$ cat config.mk
export PLATFORM = sky130hd
export DESIGN_NAME = multicycle_control_flat
export DESIGN_NICKNAME = d
export VERILOG_FILES = /design/src/rtl/mc_ctrl_pkg.sv /design/src/rtl/mc_ctrl_if.sv /design/src/rtl/mc_ctrl_outdec.sv /design/src/rtl/multicycle_control.sv /design/src/flat_wrapper.sv
export SDC_FILE = /design/constraint.sdc
export NUM_CORES = 1
export LEC_CHECK = 0
export CORE_MARGIN = 8
export CORE_UTILIZATION = 45
export CTS_BUF_LIST = sky130_fd_sc_hd__clkbuf_4
export DETAILED_ROUTE_END_ITERATION = 10
export GPL_TIMING_DRIVEN = 0
export PLACE_DENSITY = 0.85
export SETUP_SLACK_MARGIN = 0.1
export SYNTH_ARGS = -nofsm -noshare
export SYNTH_HDL_FRONTEND = slang
export SYNTH_HIERARCHICAL = 1
export SYNTH_SLANG_ARGS = --single-unit
$ cat constraint.sdc
create_clock -name clk -period 1.3 [get_ports clk]
set_input_delay 0.13 -clock clk [delete_from_list [all_inputs] [get_ports clk]]
set_output_delay 0.13 -clock clk [all_outputs]
set_load 0.02 [all_outputs]
$ cat src/rtl/mc_ctrl_pkg.sv
// Shared constants and types for the multi-cycle MIPS control unit.
package mc_ctrl_pkg;

  localparam int unsigned OP_W    = 6;
  localparam int unsigned ALUOP_W = 2;
  localparam int unsigned STATE_W = 4;

  typedef enum logic [STATE_W-1:0] {
    S_FETCH    = 4'd0,
    S_DECODE   = 4'd1,
    S_MEM_ADDR = 4'd2,
    S_MEM_RD   = 4'd3,
    S_MEM_WB   = 4'd4,
    S_MEM_WR   = 4'd5,
    S_R_EXEC   = 4'd6,
    S_R_WB     = 4'd7,
    S_BRANCH   = 4'd8,
    S_JUMP     = 4'd9,
    S_I_EXEC   = 4'd10,
    S_I_WB     = 4'd11,
    S_BAD      = 4'd12
  } state_e;

  localparam logic [OP_W-1:0] OP_LW    = 6'b100011;
  localparam logic [OP_W-1:0] OP_SW    = 6'b101011;
  localparam logic [OP_W-1:0] OP_RTYPE = 6'b000000;
  localparam logic [OP_W-1:0] OP_ADDI  = 6'b001000;
  localparam logic [OP_W-1:0] OP_ANDI  = 6'b001100;
  localparam logic [OP_W-1:0] OP_BEQ   = 6'b000100;
  localparam logic [OP_W-1:0] OP_BNE   = 6'b000101;
  localparam logic [OP_W-1:0] OP_J     = 6'b000010;

  localparam logic [ALUOP_W-1:0] ALUOP_ADD   = 2'b00;
  localparam logic [ALUOP_W-1:0] ALUOP_SUB   = 2'b01;
  localparam logic [ALUOP_W-1:0] ALUOP_FUNCT = 2'b10;
  localparam logic [ALUOP_W-1:0] ALUOP_AND   = 2'b11;

  localparam logic [1:0] SRCB_B      = 2'b00;
  localparam logic [1:0] SRCB_FOUR   = 2'b01;
  localparam logic [1:0] SRCB_IMM    = 2'b10;
  localparam logic [1:0] SRCB_IMM_SH = 2'b11;

  localparam logic [1:0] PCSRC_ALU    = 2'b00;
  localparam logic [1:0] PCSRC_ALUOUT = 2'b01;
  localparam logic [1:0] PCSRC_JUMP   = 2'b10;

  typedef struct packed {
    logic               pc_write;
    logic               pc_write_cond;
    logic               pc_write_cond_ne;
    logic               i_or_d;
    logic               mem_read;
    logic               mem_write;
    logic               ir_write;
    logic               mem_to_reg;
    logic               reg_dst;
    logic               reg_write;
    logic               alu_src_a;
    logic [1:0]         alu_src_b;
    logic [ALUOP_W-1:0] alu_op;
    logic [1:0]         pc_source;
    logic               illegal_op;
    logic               instr_done;
  } strobes_t;

  // DECODE dispatch: instruction class selected by the opcode field.
  function automatic state_e decode_next(input logic [OP_W-1:0] op);
    case (op)
      OP_LW, OP_SW:     return S_MEM_ADDR;
      OP_RTYPE:         return S_R_EXEC;
      OP_ADDI, OP_ANDI: return S_I_EXEC;
      OP_BEQ, OP_BNE:   return S_BRANCH;
      OP_J:             return S_JUMP;
      default:          return S_BAD;
    endcase
  endfunction

endpackage

$ cat src/rtl/mc_ctrl_if.sv
// Control bus between the multi-cycle controller and the datapath.
interface mc_ctrl_if;
  import mc_ctrl_pkg::*;

  logic [OP_W-1:0]    opcode;
  logic               mem_ready;
  logic               PCWrite;
  logic               PCWriteCond;
  logic               PCWriteCondNe;
  logic               IorD;
  logic               MemRead;
  logic               MemWrite;
  logic               IRWrite;
  logic               MemtoReg;
  logic               RegDst;
  logic               RegWrite;
  logic               ALUSrcA;
  logic [1:0]         ALUSrcB;
  logic [ALUOP_W-1:0] ALUOp;
  logic [1:0]         PCSource;
  logic               illegal_op;
  logic               instr_done;
  logic [STATE_W-1:0] state_o;

  modport master (
    input  opcode, mem_ready,
    output PCWrite, PCWriteCond, PCWriteCondNe, IorD, MemRead, MemWrite,
           IRWrite, MemtoReg, RegDst, RegWrite, ALUSrcA, ALUSrcB, ALUOp,
           PCSource, illegal_op, instr_done, state_o
  );

  modport slave (
    output opcode, mem_ready,
    input  PCWrite, PCWriteCond, PCWriteCondNe, IorD, MemRead, MemWrite,
           IRWrite, MemtoReg, RegDst, RegWrite, ALUSrcA, ALUSrcB, ALUOp,
           PCSource, illegal_op, instr_done, state_o
  );
endinterface

$ cat src/rtl/mc_ctrl_outdec.sv
// Combinational state/opcode to datapath strobe decoder.
module mc_ctrl_outdec
  import mc_ctrl_pkg::*;
(
  input  state_e          state_i,
  input  logic [OP_W-1:0] opcode_i,
  input  logic            mem_done_i,
  output strobes_t        strobes_c
);

  always_comb begin
    strobes_c = '0;
    case (state_i)
      S_FETCH: begin
        strobes_c.mem_read  = 1'b1;
        strobes_c.alu_src_b = SRCB_FOUR;
        strobes_c.ir_write  = mem_done_i;
        strobes_c.pc_write  = mem_done_i;
      end
      S_DECODE:   strobes_c.alu_src_b = SRCB_IMM_SH;
      S_MEM_ADDR: begin
        strobes_c.alu_src_a = 1'b1;
        strobes_c.alu_src_b = SRCB_IMM;
      end
      S_MEM_RD: begin
        strobes_c.mem_read = 1'b1;
        strobes_c.i_or_d   = 1'b1;
      end
      S_MEM_WB: begin
        strobes_c.reg_write  = 1'b1;
        strobes_c.mem_to_reg = 1'b1;
        strobes_c.instr_done = 1'b1;
      end
      S_MEM_WR: begin
        strobes_c.mem_write  = 1'b1;
        strobes_c.i_or_d     = 1'b1;
        strobes_c.instr_done = mem_done_i;
      end
      S_R_EXEC: begin
        strobes_c.alu_src_a = 1'b1;
        strobes_c.alu_src_b = SRCB_B;
        strobes_c.alu_op    = ALUOP_FUNCT;
      end
      S_R_WB: begin
        strobes_c.reg_write  = 1'b1;
        strobes_c.reg_dst    = 1'b1;
        strobes_c.instr_done = 1'b1;
      end
      S_BRANCH: begin
        strobes_c.alu_src_a        = 1'b1;
        strobes_c.alu_op           = ALUOP_SUB;
        strobes_c.pc_source        = PCSRC_ALUOUT;
        strobes_c.pc_write_cond    = (opcode_i == OP_BEQ);
        strobes_c.pc_write_cond_ne = (opcode_i == OP_BNE);
        strobes_c.instr_done       = 1'b1;
      end
      S_JUMP: begin
        strobes_c.pc_write   = 1'b1;
        strobes_c.pc_source  = PCSRC_JUMP;
        strobes_c.instr_done = 1'b1;
      end
      S_I_EXEC: begin
        strobes_c.alu_src_a = 1'b1;
        strobes_c.alu_src_b = SRCB_IMM;
        strobes_c.alu_op    = (opcode_i == OP_ANDI) ? ALUOP_AND : ALUOP_ADD;
      end
      S_I_WB: begin
        strobes_c.reg_write  = 1'b1;
        strobes_c.instr_done = 1'b1;
      end
      S_BAD: begin
        strobes_c.illegal_op = 1'b1;
        strobes_c.instr_done = 1'b1;
      end
      default: strobes_c = '0;
    endcase
  end

endmodule

$ cat src/rtl/multicycle_control.sv
// Multi-cycle MIPS main control FSM with variable-latency memory handshake.
module multicycle_control
  import mc_ctrl_pkg::*;
#(
  parameter bit MEM_WAIT_EN = 1'b1
) (
  input  logic      clk,
  input  logic      rst,
  mc_ctrl_if.master bus
);

  state_e   state_q, state_d;
  strobes_t strobes_c, strobes_o;
  logic     mem_done_c;

  // With waiting disabled every memory access completes in one cycle.
  assign mem_done_c = !MEM_WAIT_EN || bus.mem_ready;

  always_ff @(posedge clk) begin
    if (rst) state_q <= S_FETCH;
    else     state_q <= state_d;
  end

  always_comb begin
    state_d = state_q;
    case (state_q)
      S_FETCH:    if (mem_done_c) state_d = S_DECODE;
      S_DECODE:   state_d = decode_next(bus.opcode);
      S_MEM_ADDR: state_d = (bus.opcode == OP_SW) ? S_MEM_WR : S_MEM_RD;
      S_MEM_RD:   if (mem_done_c) state_d = S_MEM_WB;
      S_MEM_WR:   if (mem_done_c) state_d = S_FETCH;
      S_R_EXEC:   state_d = S_R_WB;
      S_I_EXEC:   state_d = S_I_WB;
      default:    state_d = S_FETCH;
    endcase
  end

  mc_ctrl_outdec u_outdec (
    .state_i    (state_q),
    .opcode_i   (bus.opcode),
    .mem_done_i (mem_done_c),
    .strobes_c  (strobes_c)
  );

  // Reset forces every strobe low so an abandoned instruction writes nothing.
  always_comb begin
    strobes_o = strobes_c;
    if (rst) strobes_o = '0;
  end

  assign bus.PCWrite       = strobes_o.pc_write;
  assign bus.PCWriteCond   = strobes_o.pc_write_cond;
  assign bus.PCWriteCondNe = strobes_o.pc_write_cond_ne;
  assign bus.IorD          = strobes_o.i_or_d;
  assign bus.MemRead       = strobes_o.mem_read;
  assign bus.MemWrite      = strobes_o.mem_write;
  assign bus.IRWrite       = strobes_o.ir_write;
  assign bus.MemtoReg      = strobes_o.mem_to_reg;
  assign bus.RegDst        = strobes_o.reg_dst;
  assign bus.RegWrite      = strobes_o.reg_write;
  assign bus.ALUSrcA       = strobes_o.alu_src_a;
  assign bus.ALUSrcB       = strobes_o.alu_src_b;
  assign bus.ALUOp         = strobes_o.alu_op;
  assign bus.PCSource      = strobes_o.pc_source;
  assign bus.illegal_op    = strobes_o.illegal_op;
  assign bus.instr_done    = strobes_o.instr_done;
  assign bus.state_o       = state_q;

endmodule

$ cat src/flat_wrapper.sv
// flat-port wrapper written by rule: the top's interface ports become plain ports
module multicycle_control_flat import mc_ctrl_pkg::*;
#(
  parameter bit MEM_WAIT_EN = 1'b1
)
  (clk, rst, bus_opcode, bus_mem_ready, bus_PCWrite, bus_PCWriteCond, bus_PCWriteCondNe, bus_IorD, bus_MemRead, bus_MemWrite, bus_IRWrite, bus_MemtoReg, bus_RegDst, bus_RegWrite, bus_ALUSrcA, bus_ALUSrcB, bus_ALUOp, bus_PCSource, bus_illegal_op, bus_instr_done, bus_state_o);
  mc_ctrl_if bus_i ();
  input  logic clk;
  input  logic rst;
  input wire logic [$bits(bus_i.opcode)-1:0] bus_opcode;
  input wire logic [$bits(bus_i.mem_ready)-1:0] bus_mem_ready;
  output wire logic [$bits(bus_i.PCWrite)-1:0] bus_PCWrite;
  output wire logic [$bits(bus_i.PCWriteCond)-1:0] bus_PCWriteCond;
  output wire logic [$bits(bus_i.PCWriteCondNe)-1:0] bus_PCWriteCondNe;
  output wire logic [$bits(bus_i.IorD)-1:0] bus_IorD;
  output wire logic [$bits(bus_i.MemRead)-1:0] bus_MemRead;
  output wire logic [$bits(bus_i.MemWrite)-1:0] bus_MemWrite;
  output wire logic [$bits(bus_i.IRWrite)-1:0] bus_IRWrite;
  output wire logic [$bits(bus_i.MemtoReg)-1:0] bus_MemtoReg;
  output wire logic [$bits(bus_i.RegDst)-1:0] bus_RegDst;
  output wire logic [$bits(bus_i.RegWrite)-1:0] bus_RegWrite;
  output wire logic [$bits(bus_i.ALUSrcA)-1:0] bus_ALUSrcA;
  output wire logic [$bits(bus_i.ALUSrcB)-1:0] bus_ALUSrcB;
  output wire logic [$bits(bus_i.ALUOp)-1:0] bus_ALUOp;
  output wire logic [$bits(bus_i.PCSource)-1:0] bus_PCSource;
  output wire logic [$bits(bus_i.illegal_op)-1:0] bus_illegal_op;
  output wire logic [$bits(bus_i.instr_done)-1:0] bus_instr_done;
  output wire logic [$bits(bus_i.state_o)-1:0] bus_state_o;
  assign bus_i.opcode = bus_opcode;
  assign bus_i.mem_ready = bus_mem_ready;
  assign bus_PCWrite = bus_i.PCWrite;
  assign bus_PCWriteCond = bus_i.PCWriteCond;
  assign bus_PCWriteCondNe = bus_i.PCWriteCondNe;
  assign bus_IorD = bus_i.IorD;
  assign bus_MemRead = bus_i.MemRead;
  assign bus_MemWrite = bus_i.MemWrite;
  assign bus_IRWrite = bus_i.IRWrite;
  assign bus_MemtoReg = bus_i.MemtoReg;
  assign bus_RegDst = bus_i.RegDst;
  assign bus_RegWrite = bus_i.RegWrite;
  assign bus_ALUSrcA = bus_i.ALUSrcA;
  assign bus_ALUSrcB = bus_i.ALUSrcB;
  assign bus_ALUOp = bus_i.ALUOp;
  assign bus_PCSource = bus_i.PCSource;
  assign bus_illegal_op = bus_i.illegal_op;
  assign bus_instr_done = bus_i.instr_done;
  assign bus_state_o = bus_i.state_o;
  multicycle_control #(.MEM_WAIT_EN(MEM_WAIT_EN)) u_core (.clk(clk), .rst(rst), .bus(bus_i));
endmodule
==> results.sh, run 1 <==
export IMPL_stop_error="[ERROR DPL-0038] Utilization greater than 100%, impossible to legalize"
export IMPL_start_util_pct=47.8
export IMPL_die_h_um=58.8
export IMPL_synth_top_area_cell="nor2b_1"
export IMPL_grt_max_degree=11
export IMPL_ioPinCount=32
export IMPL_clock_sinks=4
export IMPL_yosysSeqAreaShare_pct=9.70
export IMPL_cts_inserted_buffers=3
export IMPL_place_gp_congestion=0.862
export IMPL_async_flop_share_pct=0
export IMPL_synthCells=119
export IMPL_ys_seq_elements=4
export IMPL_syn_area_sq_um=826
export IMPL_avgSynthCellArea_sq_um=6.94
export IMPL_num_rows=15
export IMPL_dp_hpwl_um=2030
export IMPL_synth_distinct_cells=48
export IMPL_ys_flop_type="dfxtp_1"
export IMPL_synth_net_count=128
export IMPL_synthTopCellsByArea="nor2b_1 (17%), dfxtp_1 (9.7%), nor2_1 (8.2%)"
export IMPL_grt_worst_endpoint="bus_PCWriteCondNe"
export IMPL_worst_path_end_type="primary output"
export IMPL_cts_hold_buffers=0
export IMPL_die_w_um=58.8
export IMPL_synth_edf_count=0
export IMPL_clockBufferDepth=2
export IMPL_ys_warn_count=6
export IMPL_io_buffer_count=31
export IMPL_cts_root_buffer="clkbuf_4"
export IMPL_netlist_area_leader_share_pct=16.7
export IMPL_place_ws_ns=-1.05
export IMPL_h_tree_depth=1
export IMPL_status="stopped before the end"
export IMPL_haltStage="5_1_grt"
==> cells by family after synthesis <==
logic type      Yosys count  synth area share [%]
compound gates           26                  23.2
mux                       2                  2.58
xor+xnor                  1                  1.06
simple gates             74                  56.4
flops                     4                  9.70
buf+inv                  12                  7.12
==> what timing repair did <==
item                       CTS
gates resized for setup    161
buffers inserted            23
setup endpoints to repair   27
pin swaps                   13
==> stage by stage <==
step	instance area [sq um]	hold WS (ns)	TNS [ns]	std cells
after floorplan	956	0.281	0	119
after global placement	1300	0.651	-18.69	175
after detailed placement	1300	0.656	-19.28	175
after CTS	1620	0.440	-3.53	201
==> cell usage after synthesis, drive strengths merged, types with 4 or more instances <==
cell and n:
nor2b 22, nor2 18, nor3b 6, buf 5, o21ai 5, a21oi 4, dfxtp 4, inv 4
nand2b 4
==> inputs of run 2 (changes only) <==
CORE_AREA = 8 8 69 71   (was not set)
CORE_MARGIN = not set   (was 8)
CORE_UTILIZATION = not set   (was 45)
CTS_BUF_LIST = not set   (was sky130_fd_sc_hd__clkbuf_4)
DIE_AREA = 0 0 77 79   (was not set)
PLACE_DENSITY = not set   (was 0.85)
PLACE_DENSITY_LB_ADDON = 0.15   (was not set)
SETUP_SLACK_MARGIN = not set   (was 0.1)
==> run 2 against run 1 <==
  * The flow now finishes, with violations (setup timing)
  * Synthesized cell count is the same
  * Area after synthesis did not move
==> results.sh, run 2 <==
export IMPL_r2r_start="u_core/bus.state_o[0]$_SDFFE_PP0P_"
export IMPL_place_ws_ns=-1.05
export IMPL_largest_register_ffs=4
export IMPL_num_rows=23
export IMPL_die_h_um=79
export IMPL_crit_fanout=5
export IMPL_synth_compound_area_share_pct=23.2
export IMPL_critical_path_class="reg -> out"
export IMPL_end_kind="output port"
export IMPL_min_path_type="in -> reg"
export IMPL_synth_top_area_cell="nor2b_1"
export IMPL_yosysMostFrequentCell="nor2b_1"
export IMPL_worstPathRequired_ns=1.17
export IMPL_power_w=0.000885
export IMPL_core_sq_um=3800
export IMPL_final_cell_mix="buf_6 (29), buf_4 (18), nor2_1 (14)"
export IMPL_drt_wirelength_per_cell_um=15.2
export IMPL_clock_fmax_mhz=595
export IMPL_mostFrequentLayoutCell="buf_6"
export IMPL_power_net_switching_w=0.000314
export IMPL_min_from="bus_opcode[4]"
export IMPL_grt_pass1_wl_um=5290
export IMPL_finalSetupViolations=22
export IMPL_drc_errors=0
export IMPL_p_per_area_nw_per_um2=521
export IMPL_fin_nets=186
export IMPL_vdd_drop_max_uv=553
export IMPL_finalCritPeriodShare_pct=129
export IMPL_synth_top_family_by_area="simple AND/OR/NAND/NOR gates"
export IMPL_ys_warn_count=6
export IMPL_synth_simple_area_share_pct=56.4
export IMPL_grt_pass1_vias=1105
export IMPL_ioPinCount=32
export IMPL_clk_pin_slew_ns=0.03
export IMPL_dpl_cell_area_sq_um=1260
export IMPL_grt_ovfl_total=0
export IMPL_netlist_area_leader_share_pct=16.7
export IMPL_synth_distinct_cells=48
export IMPL_synthCells=119
export IMPL_synthTopCellsByArea="nor2b_1 (17%), dfxtp_1 (9.7%), nor2_1 (8.2%)"
export IMPL_power_frac_comb_pct=52.8
export IMPL_grt_use_total_pct=10.2
export IMPL_antenna_cells=0
export IMPL_rsz0062_at_grt="true"
export IMPL_dp_hpwl_um=2090
export IMPL_final_cell_area_sq_um=1700
export IMPL_switching_share_pct=35.4
export IMPL_maxSlewViolCount=0
export IMPL_cts_inserted_buffers=3
export IMPL_p_int_w=0.000572
export IMPL_fin_ws_ns=-0.381
export IMPL_yosysSeqAreaShare_pct=9.70
export IMPL_hold_viol_final=0
export IMPL_hold_depth=3
export IMPL_first_pass_iters=4
export IMPL_synth_adder_area_share_pct=0
export IMPL_ys_seq_elements=4
export IMPL_clock_sinks=4
export IMPL_status="finished with violations"
export IMPL_cts_tree="done"
export IMPL_max_slew_margin_pct=75.0
export IMPL_avgSynthCellArea_sq_um=6.94
export IMPL_clock_skew_ns=0.000274
export IMPL_crit_path_start_kind="register"
export IMPL_async_flop_share_pct=0
export IMPL_h_tree_depth=1
export IMPL_reg2reg_to="u_core/bus.state_o[1]$_SDFFE_PP0P_"
export IMPL_die_w_um=77
export IMPL_drv_cap=0
export IMPL_whs_endpoint="u_core/bus.state_o[2]$_SDFFE_PP0P_"
export IMPL_clockBufferDepth=2
export IMPL_ant_nets=0
export IMPL_netlist_top_cells_count="nor2b_1 (22), nor2_1 (18), nor3b_1 (5), o21ai_0 (5)"
export IMPL_r2r_slack_ns=-0.14
export IMPL_worstPathArrival_ns=1.55
export IMPL_clkPwrFrac_pct=31.3
export IMPL_power_frac_seq_pct=15.9
export IMPL_place_gp_congestion=0.731
export IMPL_worst_slew_pin_slew_ns=0.375
export IMPL_yosys_area_share_xor_xnor_pct=1.06
export IMPL_area_delta_synth_final_pct=106
export IMPL_finalCriticalPeriod_ns=1.68
export IMPL_cts_hold_buffers=0
export IMPL_dieArea_sq_um=6080
export IMPL_vias=1115
export IMPL_worst_r2r_path_depth=6
export IMPL_grt_max_degree=11
export IMPL_grt_antenna_before_repair=0
export IMPL_clkLatencyLatePin_ns=0.22
export IMPL_dp_cells=200
export IMPL_drive_gt1_share_pct=59.1
export IMPL_ys_flop_type="dfxtp_1"
export IMPL_cts_root_buffer="clkbuf_8"
export IMPL_startpoint="u_core/bus.state_o[3]$_SDFFE_PP0P_"
export IMPL_viasPerCell=4.93
export IMPL_drtIter0Drc=72
export IMPL_synth_edf_count=0
export IMPL_syn_area_sq_um=826
export IMPL_p_leak_nw=0.681
export IMPL_violations="setup timing"
export IMPL_final_cells=226
export IMPL_muxShareOfSynthArea_pct=2.58
export IMPL_start_util_pct=21.7
export IMPL_wl_um=3430
export IMPL_synth_net_count=128
export IMPL_io_buffer_count=31
==> run 2: cell counts after synthesis <==
Identical to the previous run, type by type.
==> run 2: layout make-up <==
type	count	area [sq um]
plain buffers	7	77.6
clock buffers	4	45.0
fillers	383	2100
inverters	4	15.0
multi-input cells	103	882
flip-flops and latches	4	95.1
well taps	50	62.6
repair buffers	54	522
==> run 2: kinds of logic after synthesis <==
logic type,count (synthesis)
AO/OA/AOI/OAI,26
XOR/XNOR,1
buffers and inverters,12
flip-flops,4
multiplexers,2
AND/OR/NAND/NOR,74
==> run 2: timing repair <==
action	CTS	global route
endpoints found under the hold margin	0	0
pin swaps	17	14
endpoints found under the setup margin	27	22
resized for setup	147	58
cloned	2	0
buffers inserted	14	7
==> run 2: metrics by stage <==
stage,hold slack [ns],TNS (ns),utilization (%)
5_1_grt,0.254,-4.89,44.7
4_1_cts,0.485,-3.18,39.2
3_5_place_dp,0.654,-17.51,33.1
6_report,0.230,-3.47,44.7
2_1_floorplan,0.281,-0.0536,-
3_3_place_gp,0.663,-17.26,33.1
==> run 2: worst max path at each step <==
stage               depth (start not counted)  slack, ns        endpoint
global route                                5      -0.40  bus_instr_done
CTS                                         5      -0.29  bus_instr_done
detailed placement                          6      -1.05    bus_ALUOp[0]
global placement                            6      -1.04    bus_ALUOp[0]
finish                                      5      -0.38  bus_instr_done
floorplan                                   4      -0.05  bus_instr_done
==> run 2: per-layer routing <==
layer,global-route usage (%),vias up,wire length [um]
met5,0,-,0
met4,1.13,0,23
met3,2.93,2,184
met2,18.4,35,1800
met1,12.0,537,1420
li1,-,541,-
==> run 2: power groups by stage <==
stage / clock network (W) / registers [W] / logic [W]
floorplan: 0 / 0.000152 / 0.000192
global placement: 0 / 0.000150 / 0.000332
detailed placement: 0 / 0.000149 / 0.000335
CTS: 0.000288 / 0.000138 / 0.000397
global route: 0.000301 / 0.000141 / 0.000498
finish: 0.000277 / 0.000140 / 0.000468
==> run 2: worst max-delay path: stages, from the launching register on <==
cell      delay (ns)
dfxtp_4         0.36
buf_6           0.14
o21bai_1        0.17
a311oi_1        0.33
nor2b_2         0.22
buf_6           0.12
Power figures use the tool's default switching activity.
